File: config.mk
export PLATFORM = sky130hd
export DESIGN_NAME = text_buffer_arbiter
export DESIGN_NICKNAME = d
export VERILOG_FILES = /design/src/rtl/text_buffer_arbiter.sv
export SDC_FILE = /design/constraint.sdc
export NUM_CORES = 1
export LEC_CHECK = 0
export ABC_AREA = 1
export BUFFER_PORTS_ARGS = -buffer_cell sky130_fd_sc_hd__buf_2
export CAP_MARGIN = 20
export CORE_ASPECT_RATIO = 0.6
export CORE_MARGIN = 2
export CORE_UTILIZATION = 50
export DETAILED_ROUTE_END_ITERATION = 10
export MAX_ROUTING_LAYER = met4
export PLACE_DENSITY = 0.71
export SYNTH_ARGS = -nofsm -noshare
export SYNTH_HDL_FRONTEND = slang
export SYNTH_SLANG_ARGS = --single-unit
export TNS_END_PERCENT = 1
File: constraint.sdc
create_clock -name clk -period 5.5 [get_ports clk]
set_input_delay 0.55 -clock clk [delete_from_list [all_inputs] [get_ports clk]]
set_output_delay 0.55 -clock clk [all_outputs]
set_load 0.01 [all_outputs]
File: src/rtl/text_buffer_arbiter.sv
// text_buffer_arbiter
//   Owns the character buffer shown on the seven-segment display. It takes
//   three requesters (append from the Morse decoder, backspace, clear) through
//   req/ack handshakes, grants one at a time (clear > backspace > append), and
//   applies exactly one edit per grant.
//
// Ports
//   clk, rst                     clock, asynchronous active-high reset
//   append_req/append_char/ack   append a segment code (sampled at grant)
//   bksp_req/bksp_ack            remove the newest character
//   clr_req/clr_ack              blank the whole buffer
//   buf_out                      packed buffer, slot 0 = [CW-1:0] = newest
//   count, full, empty           occupancy and its status flags
//   overflow                     1-cycle pulse with the ack, oldest char lost
//   busy                         a request is being served
module text_buffer_arbiter #(
  parameter int              NCHAR = 8,
  parameter int              CW    = 8,
  parameter logic [CW-1:0]   BLANK = '0
) (
  input  logic                clk,
  input  logic                rst,
  input  logic                append_req,
  input  logic [CW-1:0]       append_char,
  output logic                append_ack,
  input  logic                bksp_req,
  output logic                bksp_ack,
  input  logic                clr_req,
  output logic                clr_ack,
  output logic [NCHAR*CW-1:0] buf_out,
  output logic [3:0]          count,
  output logic                full,
  output logic                empty,
  output logic                overflow,
  output logic                busy
);

  localparam logic [3:0] NCHAR_C = 4'(NCHAR);

  typedef enum logic [1:0] {S_IDLE, S_EXEC, S_ACK, S_REL} state_t;
  typedef enum logic [1:0] {G_NONE, G_CLR, G_BKSP, G_APP} grant_t;

  state_t               state_q, state_d;
  grant_t               grant_q, grant_d;
  logic [CW-1:0]        char_q, char_d;
  logic [NCHAR*CW-1:0]  buf_q, buf_d;
  logic [3:0]           cnt_q, cnt_d;
  logic                 ovf_q, ovf_d;
  logic                 grant_req;

  // Level of the request currently holding the grant.
  always_comb begin
    grant_req = 1'b0;
    case (grant_q)
      G_CLR:   grant_req = clr_req;
      G_BKSP:  grant_req = bksp_req;
      G_APP:   grant_req = append_req;
      default: grant_req = 1'b0;
    endcase
  end

  always_comb begin
    state_d = state_q;
    grant_d = grant_q;
    char_d  = char_q;
    buf_d   = buf_q;
    cnt_d   = cnt_q;
    ovf_d   = ovf_q;
    case (state_q)
      S_IDLE: begin
        char_d = append_char;
        if (clr_req) begin
          grant_d = G_CLR;
          state_d = S_EXEC;
        end else if (bksp_req) begin
          grant_d = G_BKSP;
          state_d = S_EXEC;
        end else if (append_req) begin
          grant_d = G_APP;
          state_d = S_EXEC;
        end
      end
      S_EXEC: begin
        ovf_d   = 1'b0;
        state_d = S_ACK;
        case (grant_q)
          G_CLR: begin
            buf_d = {NCHAR{BLANK}};
            cnt_d = 4'd0;
          end
          G_BKSP: begin
            if (cnt_q != 4'd0) begin
              buf_d = {BLANK, buf_q[NCHAR*CW-1:CW]};
              cnt_d = cnt_q - 4'd1;
            end
          end
          G_APP: begin
            // A blank code would be indistinguishable from an empty slot,
            // so it is acknowledged but never stored.
            if (char_q != BLANK) begin
              buf_d = {buf_q[(NCHAR-1)*CW-1:0], char_q};
              if (cnt_q == NCHAR_C) ovf_d = 1'b1;
              else                  cnt_d = cnt_q + 4'd1;
            end
          end
          default: ;
        endcase
      end
      S_ACK: state_d = S_REL;
      S_REL: begin
        // Only the granted request is watched; others stay pending.
        if (!grant_req) begin
          state_d = S_IDLE;
          grant_d = G_NONE;
        end
      end
      default: state_d = S_IDLE;
    endcase
  end

  always_ff @(posedge clk or posedge rst) begin
    if (rst) begin
      state_q    <= S_IDLE;
      grant_q    <= G_NONE;
      char_q     <= BLANK;
      buf_q      <= {NCHAR{BLANK}};
      cnt_q      <= 4'd0;
      ovf_q      <= 1'b0;
      append_ack <= 1'b0;
      bksp_ack   <= 1'b0;
      clr_ack    <= 1'b0;
      overflow   <= 1'b0;
      busy       <= 1'b0;
      full       <= 1'b0;
      empty      <= 1'b1;
    end else begin
      state_q    <= state_d;
      grant_q    <= grant_d;
      char_q     <= char_d;
      buf_q      <= buf_d;
      cnt_q      <= cnt_d;
      ovf_q      <= ovf_d;
      // Acks are registered off the ACK state, so they are visible during
      // the cycle after it (edges N+2..N+3 for a request seen at edge N).
      append_ack <= (state_q == S_ACK) && (grant_q == G_APP);
      bksp_ack   <= (state_q == S_ACK) && (grant_q == G_BKSP);
      clr_ack    <= (state_q == S_ACK) && (grant_q == G_CLR);
      overflow   <= (state_q == S_ACK) && ovf_q;
      busy       <= (state_d != S_IDLE);
      full       <= (cnt_d == NCHAR_C);
      empty      <= (cnt_d == 4'd0);
    end
  end

  assign buf_out = buf_q;
  assign count   = cnt_q;

endmodule
==> metrics.md <==
| Metric | Value |
|---|---|
| Status | `completed` |
| Multi-input gate area | `1643 um^2` |
| CTS Buf Count | `9` |
| Root Driver | `clkbuf_16` |
| Chip height | `76.64 um` |
| Vias in the first global route | `3,438` |
| Fin. max-slew vios | `0` |
| Grt ovf | `0` |
| Peak VDD IR | `220.3 uV` |
| H-tree depth | `3` |
| Clock-pin slew on the worst setup and hold paths | `approximately 0.060 ns` |
| CP max stage delay | `roughly 0.49 ns` |
| Synth unique cells | `30` |
| Sequential power share | `36.9%` |
| Synth Area in Simple Gates | `roughly 17%` |
| GP Congestion | `around 0.88` |
| First-pass GRT wire length | `~17 mm` |
| Fillers | `just under 800` |
| Avg WL per Cell | `approximately 15 um` |
| Crit path required time | `between 5 and 6 ns` |
| Share of layout cells above drive strength 1 | `30.58%` |
| Crit path capture type | `flip-flop` |
| FF-to-FF End | `buf_out[21]` |
| Initial Utilization | `between 50% and 60%` |
| Clock Latency Late Sink | `~0.34 ns` |
| Grt met3 use | `under 10%` |
| CTS Hold Bufs | `0` |
| Residual DRC | `0` |
| Largest net degree at the start of global routing | `112` |
| GR Util met1 | `about a third` |
| Ant diodes | `0` |
| Comb power frac | `a little over a third` |
| Resize count post-CTS | `0` |
| Die width | `about 130 um` |
| Max-slew headroom | `between 30% and 40%` |
| Maxcap violations | `0` |
| Worst Path Max Fanout | `95` |
| Synth Instances | `501` |
| FF+latch area | `2203 um^2` |
| Crit Path Category | `reg -> reg` |
| Post-route ant nets | `0` |
| Initial antenna violation count | `0` |
| DR iter-0 viols | `310` |
| Setup TNS | `0 ns` |
| Adder-cell area share of the yosys netlist | `less than 1%` |
| Leakage power | `2.523 nW` |
| P_int | `around 1.3 mW` |
| Final Hold Vio Count | `0` |
| Compound-Gate Fraction of Synth Area | `about 20%` |
| Critical path arrival | `slightly below 3 ns` |
| Maximum clock frequency | `around 0.37 GHz` |
| Synth Area in XOR/XNOR | `0%` |
| Final WL | `10.27 mm` |
| Seq/Total Area, Yosys | `about half` |
| Seq cells post-synth | `between 80 and 90` |
| Layout Nets | `a little under 600` |
| Gr usage total | `22.69%` |
| Post-CTS Setup Inserts | `0` |
| Via count | `about 3,700` |
| Min cycle time layout | `around 2.7 ns` |
| EDFF count, synth | `0` |
| HP Class | `in -> async` |
| Switching Fraction | `just under 40%` |
| Syn-to-layout area delta | `16.70%` |
| Final worst path period share | `about half` |
| Largest family of logic cells by synthesized area | `compound AO/OA/AOI/OAI gates` |
| Core area | `8523 um^2` |
| Post-DP HPWL | `6.838 mm` |
| RSZ-0062 raised after global routing | `no` |
| Post-synthesis cell area | `4397 um^2` |
| Worst r2r path cells | `11` |
| Setup crit start kind | `flip-flop` |
| Setup violations, final | `0` |
| Global routing's busiest layer | `met2` |
| Via/cell ratio | `around 5.3` |
| Finished Layout Cells | `between 600 and 700` |
| Crit-path slowest cell | `buf_4` |
| Net switching power | `just under 0.9 mW` |
| Power density over the cells | `~430 nW/um^2` |
| IO buf count | `87` |
| Async S/R FF share, synth | `100.0%` |
| Top cell by count, worst path | `buf_4` |
| Row count | `26` |
| CTS tree | `done` |
| Setup slack, reg-to-reg | `about 2.8 ns` |
| Area of the die | `9584 um^2` |
| Crit path buf inv count | `6` |
| Sinks on Clock Net | `88` |
| Mux cell area share after synthesis | `0%` |
| Syn Area/Cell | `between 8 and 9 um^2` |
| First drt pass iteration count | `5` |
| Delay-heaviest family, CP | `buffers and inverters` |
| Net Count, Synth | `about 520` |
| RR Startpoint | `grant_q[0]` |
| Top FF cell, synth | `dfrtp_1` |
| Boundary Pins | `between 80 and 90` |
| Maximum clock path buffer count | `2` |
| Ys Warns | `0` |
| Clock network fraction of total power | `between 20% and 30%` |
| Final Skew | `approximately 0.0061 ns` |
| GR Layer Usage met2 | `around a third` |
| Critical path cell sequence | `nand2_2 > buf_4 > clkinv_1 > buf_4 > nand2_1 > nand2_4 > inv_4 > buf_16 > buf_4 > nand2_1 > o21ai_0` |
| Cells after DPL | `~680` |
| Worst-Margin Slew | `0.9301 ns` |
[synth_stat cells (2+ instances only)]
library cell	count	area, um^2
nor2_4	2	22.52
a21oi_1	4	20.02
inv_1	88	330.3
nor2_1	17	63.81
clkbuf_1	11	41.29
nand3_1	21	105.1
o21ai_2	30	262.8
dfrtp_1	87	2177
buf_12	4	80.08
buf_6	2	22.52
nand4_1	2	12.51
o21ai_0	47	235.2
nand2_2	28	175.2
ha_1	2	25.02
nand2_1	73	274.0
inv_2	2	7.510
o22ai_1	57	356.6
inv_4	2	12.51
buf_2	9	45.04
nor3_1	2	10.01
nand2_4	2	22.52
[stage by stage]
step,cell area [um^2],worst slack [ns],power (mW),util (%),hold slack [ns]
detailed placement,4815,2.488,1.577,56.49,0.4997
global placement,4815,2.567,1.560,56.49,0.4796
global route,5131,2.604,2.335,60.20,0.1565
CTS,5104,2.469,2.188,59.88,0.1356
finish,5131,2.789,2.203,60.20,0.1329
floorplan,4397,2.673,1.461,-,0.4572
[power groups by stage]
stage | clock network [mW] | logic, mW | registers [mW]
floorplan | 0 | 0.624 | 0.838
global placement | 0 | 0.740 | 0.820
detailed placement | 0 | 0.754 | 0.823
CTS | 0.618 | 0.758 | 0.812
global route | 0.642 | 0.867 | 0.826
finish | 0.606 | 0.785 | 0.812
[cell type report]
cell class	instances	area share (%)
clock buffers	12	4.804
multi-input cells	293	32.02
clock inverters	3	0.8291
repair buffers	93	9.754
inverters	93	6.925
well taps	112	2.731
flip-flops and latches	88	42.94
[worst max path at each step]
| stage | slack, ns | cells after the start | endpoint | startpoint |
|---|---|---|---|---|
| 6_report | 2.79 | 11 | buf_out[21] | grant_q[0] |
| 5_1_grt | 2.60 | 11 | buf_out[21] | grant_q[0] |
| 4_1_cts | 2.47 | 10 | buf_out[21] | grant_q[0] |
| 3_5_place_dp | 2.49 | 10 | buf_out[21] | grant_q[0] |
| 3_3_place_gp | 2.57 | 10 | buf_out[21] | grant_q[0] |
| 2_1_floorplan | 2.67 | 1 | append_ack | rst |
[registers in the layout (all words and copies together) (netlist names)]
| signal | cells |
|---|---|
| clr_ack | 1 |
| grant_q | 2 |
| busy | 1 |
| buf_out | 64 |
| ovf_q | 1 |
| count | 4 |
| overflow | 1 |
| empty | 1 |
| char_q | 8 |
| full | 1 |
| state_q | 2 |
| bksp_ack | 1 |
| append_ack | 1 |
[per-layer routing]
metal  share of wire [%]  wire length (um)
met5                   0                 0
met4                 1.0               106
met3                 7.0               722
met2                  44              4561
met1                  47              4875
[cells in the final DEF, fill, tap and decap left out]
cell type and count:
a21oi_1 4, buf_16 1, buf_2 87, buf_4 5, bufinv_16 1, clkbuf_1 2
clkbuf_16 9, clkbuf_8 1, clkinv_1 1, clkinv_2 2, clkinvlp_4 1, dfrtp_1 87
dfstp_2 1, ha_1 2, inv_1 87, inv_2 2, inv_4 2, nand2_1 73
nand2_2 28, nand2_4 2, nand3_1 21, nand3_2 1, nand4_1 2, nor2_1 17
nor2_2 1, nor2_4 2, nor2_8 1, nor3_1 2, o211ai_1 1, o21ai_0 47
o21ai_2 30, o22ai_1 57, o31ai_1 1, or2_2 1
[logic make-up after synthesis]
family | Yosys count
buffers and inverters | 120
flip-flops | 88
AO/OA/AOI/OAI | 140
AND/OR/NAND/NOR | 151
adder cells (fa/ha/maj) | 2
(Power assumes the default switching activity.)
